File: config.mk
export PLATFORM = sky130hd
export DESIGN_NAME = fft_sdf_stage_ctrl
export DESIGN_NICKNAME = d
export VERILOG_FILES = /design/src/rtl/fft_ctrl_pkg.sv /design/src/rtl/fft_sdf_stage_ctrl.sv
export SDC_FILE = /design/constraint.sdc
export NUM_CORES = 1
export LEC_CHECK = 0
export CAP_MARGIN = 20
export CELL_PAD_IN_SITES_DETAIL_PLACEMENT = 1
export CELL_PAD_IN_SITES_GLOBAL_PLACEMENT = 1
export CORE_UTILIZATION = 35
export DETAILED_ROUTE_END_ITERATION = 8
export DONT_BUFFER_PORTS = 1
export GPL_TIMING_DRIVEN = 1
export PLACE_DENSITY = 0.69
export SYNTH_ARGS = -nofsm -noshare
export SYNTH_HDL_FRONTEND = slang
export SYNTH_SLANG_ARGS = --single-unit
File: constraint.sdc
create_clock -name clk -period 2.6 [get_ports clk]
set_input_delay 0.65 -clock clk [delete_from_list [all_inputs] [get_ports clk]]
set_output_delay 0.65 -clock clk [all_outputs]
set_load 0.02 [all_outputs]
File: src/rtl/fft_ctrl_pkg.sv
// Shared definitions for the radix-2 single-delay-feedback FFT stage sequencer.
//   state_e         : sequencer state (IDLE, RUN, FLUSH)
//   dp_ctrl_t       : per-cycle control bundle for the stage datapath
//                     (delay-line shift, zero feed, butterfly enable, twiddle)
//   beat_cnt_width(): beat counter width for a given delay-line depth
package fft_ctrl_pkg;

  localparam int DEFAULT_DEPTH = 16;

  // Widest twiddle index carried in dp_ctrl_t; supports DEPTH up to 2**16.
  localparam int TW_ADDR_MAX_W = 16;

  typedef enum logic [1:0] {
    ST_IDLE  = 2'd0,
    ST_RUN   = 2'd1,
    ST_FLUSH = 2'd2
  } state_e;

  typedef struct packed {
    logic                     sr_shift_en;
    logic                     zero_in;
    logic                     bfly_en;
    logic                     tw_valid;
    logic [TW_ADDR_MAX_W-1:0] tw_addr;
  } dp_ctrl_t;

  // A frame is 2*depth beats, so the beat counter spans 0..2*depth-1.
  function automatic int beat_cnt_width(input int depth);
    return $clog2(2 * depth);
  endfunction

endpackage

File: src/rtl/fft_sdf_stage_ctrl.sv
// Sequencer for one radix-2 SDF FFT stage (delay line + butterfly + twiddle ROM).
// Counts accepted beats of 2*DEPTH-beat frames and drives the datapath controls.
// After an end-of-stream beat it self-generates DEPTH zero-fed flush cycles so
// the last frame's differences drain out of the delay line.
//
// Ports:
//   clk, rst          clock; synchronous active-high reset
//   din_valid         upstream beat valid
//   din_sof, din_eos  start of frame / end of stream, qualified by din_valid
//   in_ready          beat accepted when high; low during FLUSH
//   sr_shift_en       delay-line shift enable            (combinational)
//   zero_in           feed zeros into the delay line     (combinational)
//   bfly_en           butterfly add/sub active           (combinational)
//   tw_addr, tw_valid twiddle index for drained difference (combinational)
//   dout_valid        stage output valid                 (registered)
//   dout_sof          first output of a frame            (registered)
//   frame_cnt         frames fully drained, wraps        (registered)
//   err_sof, err_eos  one-cycle pulses on misaligned sof / eos (registered)
//   busy              state != IDLE or a drain is pending
module fft_sdf_stage_ctrl
  import fft_ctrl_pkg::*;
#(
  parameter int DEPTH  = DEFAULT_DEPTH,
  parameter int CNT_W  = beat_cnt_width(DEPTH),
  parameter int FCNT_W = 16
) (
  input  logic              clk,
  input  logic              rst,
  input  logic              din_valid,
  input  logic              din_sof,
  input  logic              din_eos,
  output logic              in_ready,
  output logic              sr_shift_en,
  output logic              zero_in,
  output logic              bfly_en,
  output logic [CNT_W-2:0]  tw_addr,
  output logic              tw_valid,
  output logic              dout_valid,
  output logic              dout_sof,
  output logic [FCNT_W-1:0] frame_cnt,
  output logic              err_sof,
  output logic              err_eos,
  output logic              busy
);

  localparam logic [CNT_W-1:0] BCNT_HALF       = CNT_W'(DEPTH);
  localparam logic [CNT_W-1:0] BCNT_DRAIN_LAST = CNT_W'(DEPTH - 1);
  localparam logic [CNT_W-1:0] BCNT_LAST       = CNT_W'(2 * DEPTH - 1);
  localparam logic [CNT_W-2:0] FCNT_LAST       = '1;

  state_e             state_q, state_d;
  logic [CNT_W-1:0]   bcnt_q, bcnt_d;
  logic [CNT_W-2:0]   fcnt_q, fcnt_d;
  logic               pend_q, pend_d;
  logic [FCNT_W-1:0]  frame_cnt_q, frame_cnt_d;
  logic               dout_valid_q, dout_valid_d;
  logic               dout_sof_q, dout_sof_d;
  logic               err_sof_q, err_sof_d;
  logic               err_eos_q, err_eos_d;

  logic     acc;
  logic     flushing;
  logic     first_half;
  dp_ctrl_t dp;
  logic     unused_tw_hi;

  // Datapath controls act on the same cycle as the beat they steer.
  always_comb begin
    // NOTE: every always_comb output gets a default first so no path can infer a latch.
    dp           = '0;
    flushing     = (state_q == ST_FLUSH);
    in_ready     = !flushing;
    acc          = din_valid & in_ready;
    // The MSB of the beat counter splits the frame into fill and butterfly halves.
    first_half   = !bcnt_q[CNT_W-1];

    dp.sr_shift_en = acc | flushing;
    dp.zero_in     = flushing;
    dp.bfly_en     = acc & !first_half;
    // First-half beats of a frame drain the previous frame's differences.
    dp.tw_valid    = (acc & first_half & pend_q) | flushing;
    if (flushing) begin
      dp.tw_addr = TW_ADDR_MAX_W'(fcnt_q);
    end else if (acc && first_half) begin
      dp.tw_addr = TW_ADDR_MAX_W'(bcnt_q[CNT_W-2:0]);
    end

    unused_tw_hi = ^dp.tw_addr[TW_ADDR_MAX_W-1:CNT_W-1];
  end

  assign sr_shift_en = dp.sr_shift_en;
  assign zero_in     = dp.zero_in;
  assign bfly_en     = dp.bfly_en;
  assign tw_valid    = dp.tw_valid;
  assign tw_addr     = dp.tw_addr[CNT_W-2:0];
  assign busy        = (state_q != ST_IDLE) | pend_q;

  // Next-state logic for the sequencer and its registered outputs.
  always_comb begin
    state_d      = state_q;
    bcnt_d       = bcnt_q;
    fcnt_d       = fcnt_q;
    pend_d       = pend_q;
    frame_cnt_d  = frame_cnt_q;
    err_sof_d    = 1'b0;
    err_eos_d    = 1'b0;
    dout_valid_d = dp.bfly_en | dp.tw_valid;
    dout_sof_d   = acc & (bcnt_q == BCNT_HALF);

    unique case (state_q)
      ST_IDLE: begin
        if (acc) begin
          if (din_sof) begin
            state_d = ST_RUN;
            bcnt_d  = CNT_W'(1);
          end else begin
            err_sof_d = 1'b1;
          end
          err_eos_d = din_eos;
        end
      end

      ST_RUN: begin
        if (acc) begin
          if (din_sof && bcnt_q != '0) begin
            // Misaligned sof restarts the frame; the half-drained frame is
            // abandoned and not counted.
            err_sof_d = 1'b1;
            err_eos_d = din_eos;
            bcnt_d    = CNT_W'(1);
            pend_d    = 1'b0;
          end else begin
            err_sof_d = !din_sof && (bcnt_q == '0);
            // Frame length is a power of two, so the increment wraps 2*DEPTH-1 to 0.
            bcnt_d    = bcnt_q + CNT_W'(1);
            if (bcnt_q == BCNT_DRAIN_LAST && pend_q) begin
              pend_d      = 1'b0;
              frame_cnt_d = frame_cnt_q + FCNT_W'(1);
            end
            if (bcnt_q == BCNT_LAST) begin
              pend_d = 1'b1;
              if (din_eos) begin
                state_d = ST_FLUSH;
                fcnt_d  = '0;
              end
            end else begin
              err_eos_d = din_eos;
            end
          end
        end
      end

      ST_FLUSH: begin
        fcnt_d = fcnt_q + 1'b1;
        if (fcnt_q == FCNT_LAST) begin
          state_d     = ST_IDLE;
          fcnt_d      = '0;
          pend_d      = 1'b0;
          frame_cnt_d = frame_cnt_q + FCNT_W'(1);
        end
      end

      default: state_d = ST_IDLE;
    endcase
  end

  always_ff @(posedge clk) begin
    // NOTE: sequential state uses non-blocking assignments so every flop samples pre-edge values.
    if (rst) begin
      state_q      <= ST_IDLE;
      bcnt_q       <= '0;
      fcnt_q       <= '0;
      pend_q       <= 1'b0;
      frame_cnt_q  <= '0;
      dout_valid_q <= 1'b0;
      dout_sof_q   <= 1'b0;
      err_sof_q    <= 1'b0;
      err_eos_q    <= 1'b0;
    end else begin
      state_q      <= state_d;
      bcnt_q       <= bcnt_d;
      fcnt_q       <= fcnt_d;
      pend_q       <= pend_d;
      frame_cnt_q  <= frame_cnt_d;
      dout_valid_q <= dout_valid_d;
      dout_sof_q   <= dout_sof_d;
      err_sof_q    <= err_sof_d;
      err_eos_q    <= err_eos_d;
    end
  end

  assign dout_valid = dout_valid_q;
  assign dout_sof   = dout_sof_q;
  assign frame_cnt  = frame_cnt_q;
  assign err_sof    = err_sof_q;
  assign err_eos    = err_eos_q;

endmodule

==> results of run 1 <==
placed cells by master, fill, tap and decap left out, types with 2 or more instances in the layout:
| cell | instances |
|---|---|
| nand3_1 | 8 |
| a31oi_1 | 4 |
| nand2_1 | 20 |
| nand2b_1 | 3 |
| a311oi_1 | 2 |
| o2111ai_2 | 2 |
| a21boi_0 | 2 |
| o21ai_0 | 15 |
| mux2_2 | 2 |
| nor2b_1 | 5 |
| ha_1 | 10 |
| or3_1 | 4 |
| and2_1 | 2 |
| nand4_1 | 4 |
| or4_1 | 13 |
| dfxtp_1 | 32 |
| nor2_1 | 9 |
| buf_4 | 5 |
| inv_1 | 9 |
| a21oi_1 | 24 |
| and3_1 | 6 |
| clkbuf_8 | 5 |
| o31ai_1 | 12 |
| or2b_1 | 2 |
cell type report:
| cell class | count | share of cell area, % |
|---|---|---|
| timing repair buffer | 6 | 2.87 |
| clock buffer | 6 | 3.62 |
| inverter | 10 | 1.87 |
| tap | 67 | 4.18 |
| sequential | 32 | 31.9 |
| clock inverter | 2 | 1.75 |
| multi-input combinational | 166 | 53.8 |
per-layer routing:
layer / vias to the layer above / GRT usage [%] / wire length (um)
met5: - / 0 / 0
met4: 0 / 7.05 / 62
met3: 5 / 5.21 / 244
met2: 41 / 33.3 / 2330
met1: 810 / 22.2 / 2200
li1: 821 / - / -
flip-flops by register name, indices dropped and copies added (netlist names):
name,flops
fcnt_q,4
frame_cnt,16
dout_sof,1
err_eos,1
state_q,2
dout_valid,1
pend_q,1
err_sof,1
bcnt_q,5
worst paths after layout:
kind	cells after the start	slack, ns	from	endpoint
max	9	0.25	bcnt_q[0]	frame_cnt[15]
min	1	0.42	rst	bcnt_q[2]
min reg2reg	2	0.49	state_q[0]	state_q[0]
max reg2reg	9	0.25	bcnt_q[0]	frame_cnt[15]
report_power, final:
group / total, mW / switching (mW) / internal [mW]
Clock: 0.481 / 0.197 / 0.284
Sequential: 0.543 / 0.0296 / 0.513
Combinational: 0.386 / 0.260 / 0.126
worst reg2reg max path, stage by stage, from the launching register on:
cell and delay (ns):
dfxtp_1 0.35, inv_1 0.09, ha_1 0.17, nand3_1 0.08, ha_1 0.23, and2b_2 0.28, a41oi_2 0.17, buf_12 0.20
nor4_1 0.31, mux2_2 0.37
stage by stage:
step / util (%) / instances / area [um^2] / setup WS, ns / power, mW
floorplan: - / 218 / 1800 / 0.452 / 0.844
global placement: 39.1 / 281 / 1900 / 0.342 / 0.929
detailed placement: 39.1 / 281 / 1900 / 0.264 / 0.939
CTS: 41.4 / 289 / 2010 / 0.251 / 1.42
global route: 41.4 / 289 / 2010 / 0.106 / 1.49
finish: 41.4 / 289 / 2010 / 0.250 / 1.41
synth_stat cells (4+ instances only):
| cell type | number |
|---|---|
| inv_1 | 9 |
| o31ai_1 | 12 |
| a31oi_1 | 4 |
| nor2_1 | 9 |
| nor2b_1 | 5 |
| clkbuf_1 | 5 |
| or3_1 | 4 |
| dfxtp_1 | 32 |
| nand4_1 | 4 |
| nand3_1 | 8 |
| or4_1 | 13 |
| buf_2 | 4 |
| and3_1 | 6 |
| ha_1 | 10 |
| nand2_1 | 20 |
| a21oi_1 | 24 |
| o21ai_0 | 15 |
kinds of logic (layout without fill, tap and decap cells):
kind of cell               after synthesis  count (layout)  synth area share [%]
and+or+nand+nor                         87              87                  27.8
AOI/OAI and AO/OA                       66              66                  23.4
DFF                                     32              32                  35.6
buffers and inverters                   20              24                  4.45
muxes                                    3               3                  1.81
adders and majority gates               10              10                  6.95
==> results.py, run 1 <==
metrics = {
    "run": {
        "max-cap-violations": 0,
    },
    "setup_path": {
        "cp.buffers_inverters": 2,
        "critPathMaxFanout": 30,
        "crit_slowest_cell": "mux2_2",
        "worstPathArrival_ns": 2.53,
        "worstSetupStartpointType": "flip-flop",
        "worstPathRequired_ns": 2.78,
        "timing_worst_setup_path_type": "reg -> reg",
        "crit_family": "simple AND/OR/NAND/NOR gates",
        "max_stage_delay_ns": 0.37,
        "crit_top_cell": "ha_1",
        "cp_cell_sequence": "inv_1 > ha_1 > nand3_1 > ha_1 > and2b_2 > a41oi_2 > buf_12 > nor4_1 > mux2_2",
        "crit_path_end_kind": "flip-flop",
    },
    "grt": {
        "grt_pass1_vias": 1633,
        "antenna_found_initial": 0,
        "grt_max_degree": 33,
        "grt_remaining_overflow": 0,
        "grt_pass1_wl_mm": 7.87,
        "track_usage_pct": 19.1,
    },
    "logic_synthesis": {
        "syn_avg_cell_area_um2": 8.25,
        "synthArstFlopShare_pct": 0,
        "yosysTopAreaCellShare_pct": 35.6,
        "ys_seq_area_share_pct": 35.6,
        "synth_edf_count": 0,
        "ys_top_cells_by_area": "dfxtp_1 36%, ha_1 7.0%, a21oi_1 6.7%",
        "synth-seq-cells": 32,
        "netlist_area_um2": 1800,
        "dominantRegCellSynth": "dfxtp_1",
        "yosysTopAreaCell": "dfxtp_1",
        "netlist_instances": 218,
        "yosysWarnings": 0,
        "ys_types": 43,
        "syn_nets": 233,
    },
    "pwr": {
        "ir_drop_uv": 223,
        "p_leak_nw": 0.699,
        "powerDensity_nw_per_um2": 703,
    },
    "route": {
        "drc": 0,
        "initialDrtViolationCount": 80,
        "wl_per_cell_um": 16.7,
        "dr.pass1.iters": 4,
        "ant_nets": 0,
        "routed_wl_mm": 4.84,
        "vias_per_cell": 5.80,
        "vias": 1677,
    },
    "cells_and_area": {
        "area_growth_pct": 11.5,
        "drive_gt1_share_pct": 10.8,
        "regArea_um2": 641,
        "final_nets": 236,
        "fillCellCount": 592,
        "diodes": 0,
        "multiInputGateArea_um2": 1080,
    },
    "clocking": {
        "cts_max_level": 2,
        "cts_max_path_buffers": 2,
        "cts_setup_buffers": 0,
        "cts_tree": "done",
        "insertion_delay_ns": 0.29,
        "cts_buffers": 5,
        "cts-root-buf": "clkbuf_8",
        "clock_sinks": 32,
        "cts_resized": 0,
        "cts_hold_buf": 0,
        "clk_pin_slew_ns": 0.07,
    },
    "floorplan": {
        "ioPinCount": 35,
        "initial_utilization_pct": 37.1,
        "core_um2": 4850,
        "dieArea_um2": 5430,
        "die_w_um": 73.7,
        "chipHeight_um": 73.7,
        "num_rows": 25,
    },
    "timing": {
        "maxSlewHeadroom_pct": 57.9,
        "tns_ns": 0,
        "fmaxAchievable_mhz": 425,
        "fin_worst_skew_ns": 0.00709,
        "hold_viol_final": 0,
        "rsz0062_at_grt": "false",
        "setup-violations-final": 0,
        "finalCritPeriodShare_pct": 90.4,
        "tightest_slew_ns": 0.628,
        "slew_violations": 0,
        "hold_ws_ns": 0.422,
        "finalCriticalPeriod_ns": 2.35,
    },
    "hold_path": {
        "hp-class": "in -> reg",
    },
    "run_status": {
        "status": "finished, final reports clean",
    },
    "placement": {
        "place_congestion": 0.779,
        "dpl.hpwl_mm": 3.48,
        "port-buffer-count": 0,
    },
}
No activity file was read; power rests on OpenSTA's default activity.
==> run 2, diff against run 1 <==
--- a/config.mk
+++ b/config.mk
@@ -5,14 +5,14 @@
 export SDC_FILE = /design/constraint.sdc
 export NUM_CORES = 1
 export LEC_CHECK = 0
+export BUFFER_PORTS_ARGS = -buffer_cell sky130_fd_sc_hd__buf_2
 export CAP_MARGIN = 20
 export CELL_PAD_IN_SITES_DETAIL_PLACEMENT = 1
 export CELL_PAD_IN_SITES_GLOBAL_PLACEMENT = 1
 export CORE_UTILIZATION = 35
 export DETAILED_ROUTE_END_ITERATION = 8
-export DONT_BUFFER_PORTS = 1
 export GPL_TIMING_DRIVEN = 1
-export PLACE_DENSITY = 0.69
+export PLACE_DENSITY_LB_ADDON = 0.15
 export SYNTH_ARGS = -nofsm -noshare
 export SYNTH_HDL_FRONTEND = slang
 export SYNTH_SLANG_ARGS = --single-unit
==> results.py, run 2 (synthesis gave the netlist of run 1 again) <==
metrics = {
    "floorplan": {
        "dieArea_um2": 5430,
        "ioPinCount": 35,
        "num_rows": 25,
        "initial_utilization_pct": 37.1,
        "die_w_um": 73.7,
        "core_um2": 4850,
        "chipHeight_um": 73.7,
    },
    "clocking": {
        "insertion_delay_ns": 0.28,
        "cts_max_level": 2,
        "cts_setup_buffers": 0,
        "cts_tree": "done",
        "clock_sinks": 32,
        "cts_buffers": 5,
        "cts-root-buf": "clkbuf_8",
        "cts_resized": 0,
        "cts_hold_buf": 0,
        "clk_pin_slew_ns": 0.07,
        "cts_max_path_buffers": 2,
    },
    "route": {
        "wl_per_cell_um": 14.9,
        "vias": 1764,
        "routed_wl_mm": 4.76,
        "initialDrtViolationCount": 103,
        "dr.pass1.iters": 4,
        "drc": 0,
        "ant_nets": 0,
        "vias_per_cell": 5.51,
    },
    "setup_path": {
        "crit_top_cell": "ha_1",
        "worstSetupStartpointType": "flip-flop",
        "timing_worst_setup_path_type": "reg -> reg",
        "worstPathArrival_ns": 2.55,
        "worstPathRequired_ns": 2.77,
        "critPathMaxFanout": 30,
        "max_stage_delay_ns": 0.37,
        "cp_cell_sequence": "inv_1 > ha_1 > nand3_1 > ha_1 > and2b_2 > a41oi_2 > buf_12 > nor4_1 > mux2_2",
        "crit_slowest_cell": "mux2_2",
        "crit_path_end_kind": "flip-flop",
    },
    "placement": {
        "place_congestion": 0.786,
        "dpl.hpwl_mm": 3.46,
        "port-buffer-count": 34,
        "place_area_um2": 2050,
    },
    "timing": {
        "slew_violations": 0,
        "maxSlewHeadroom_pct": 56.4,
        "fin_worst_skew_ns": 0.00482,
        "tightest_slew_ns": 0.651,
        "fmaxAchievable_mhz": 421,
        "setup-violations-final": 0,
        "finalCriticalPeriod_ns": 2.38,
        "finalCritPeriodShare_pct": 91.4,
        "tns_ns": 0,
        "rsz0062_at_grt": "false",
        "hold_viol_final": 0,
    },
    "grt": {
        "grt_remaining_overflow": 0,
        "grt_max_degree": 33,
        "track_usage_pct": 19.1,
        "grt_pass1_vias": 1687,
        "grt_pass1_wl_mm": 7.83,
        "antenna_found_initial": 0,
    },
    "cells_and_area": {
        "multiInputGateArea_um2": 1080,
        "final_nets": 267,
        "drive_gt1_share_pct": 21.3,
        "fillCellCount": 598,
        "regArea_um2": 641,
        "layout_commonest_cell": "buf_2",
        "area_growth_pct": 18.7,
        "diodes": 0,
        "mostFrequentLayoutCells": "34 x buf_2, 32 x dfxtp_1, 24 x a21oi_1",
        "finalInstanceArea_um2": 2140,
        "largest_reg_flops": 16,
    },
    "pwr": {
        "ir_drop_uv": 389,
        "powerDensity_nw_per_um2": 638,
        "p_leak_nw": 0.850,
    },
    "hold_path": {
        "hp-class": "reg -> reg",
    },
    "run": {
        "max-cap-violations": 0,
    },
    "run_status": {
        "status": "finished, final reports clean",
    },
}
-- run 2: path summary, 6_finish.rpt --
kind / to / slack, ns / depth (start not counted) / start
hold reg to reg: frame_cnt[8] / 0.50 / 2 / frame_cnt[8]
setup reg to reg: frame_cnt[15] / 0.22 / 9 / bcnt_q[0]
hold / removal: frame_cnt[8] / 0.50 / 2 / frame_cnt[8]
setup / recovery: frame_cnt[15] / 0.22 / 9 / bcnt_q[0]
-- run 2: metal layers --
| layer | share of wire, % | global-route usage [%] | up-vias |
|---|---|---|---|
| met5 | 0 | 0 | - |
| met4 | 1.2 | 6.41 | 0 |
| met3 | 2.4 | 3.70 | 6 |
| met2 | 46 | 30.2 | 25 |
| met1 | 50 | 26.0 | 850 |
| li1 | - | - | 883 |
-- run 2: layout make-up --
cell class | count | share of cell area [%]
Sequential cell | 32 | 30.0
Tap cell | 67 | 3.93
Clock buffer | 8 | 4.22
Timing Repair Buffer | 37 | 9.61
Inverter | 10 | 1.76
Multi-Input combinational cell | 166 | 50.5
-- run 2: worst max-delay path: cells and delay by family, from the launching register on --
kind | cells | cell delay [ns]
AOI/OAI and AO/OA | 1 | 0.17
adders and majority gates | 2 | 0.39
buffers and inverters | 2 | 0.29
DFF | 1 | 0.36
muxes | 1 | 0.37
and+or+nand+nor | 3 | 0.69
-- run 2: per-stage QoR --
step                      power [mW]  instances  utilization [%]  worst slack, ns  hold WS, ns
after CTS                       1.38        320             44.1            0.186        0.503
after floorplan                0.844        218                -            0.452        0.465
after global placement         0.964        312             42.2            0.215        0.482
after detailed placement       0.974        312             42.2            0.116        0.492
final                           1.36        320             44.1            0.223        0.498
after global routing            1.45        320             44.1           0.0744        0.547
-- run 2: power breakdown --
group | total, mW | internal, mW | switching (mW)
clock | 0.400 | 0.216 | 0.184
sequential | 0.532 | 0.513 | 0.0189
combinational | 0.431 | 0.145 | 0.286
total | 1.36 | 0.874 | 0.489
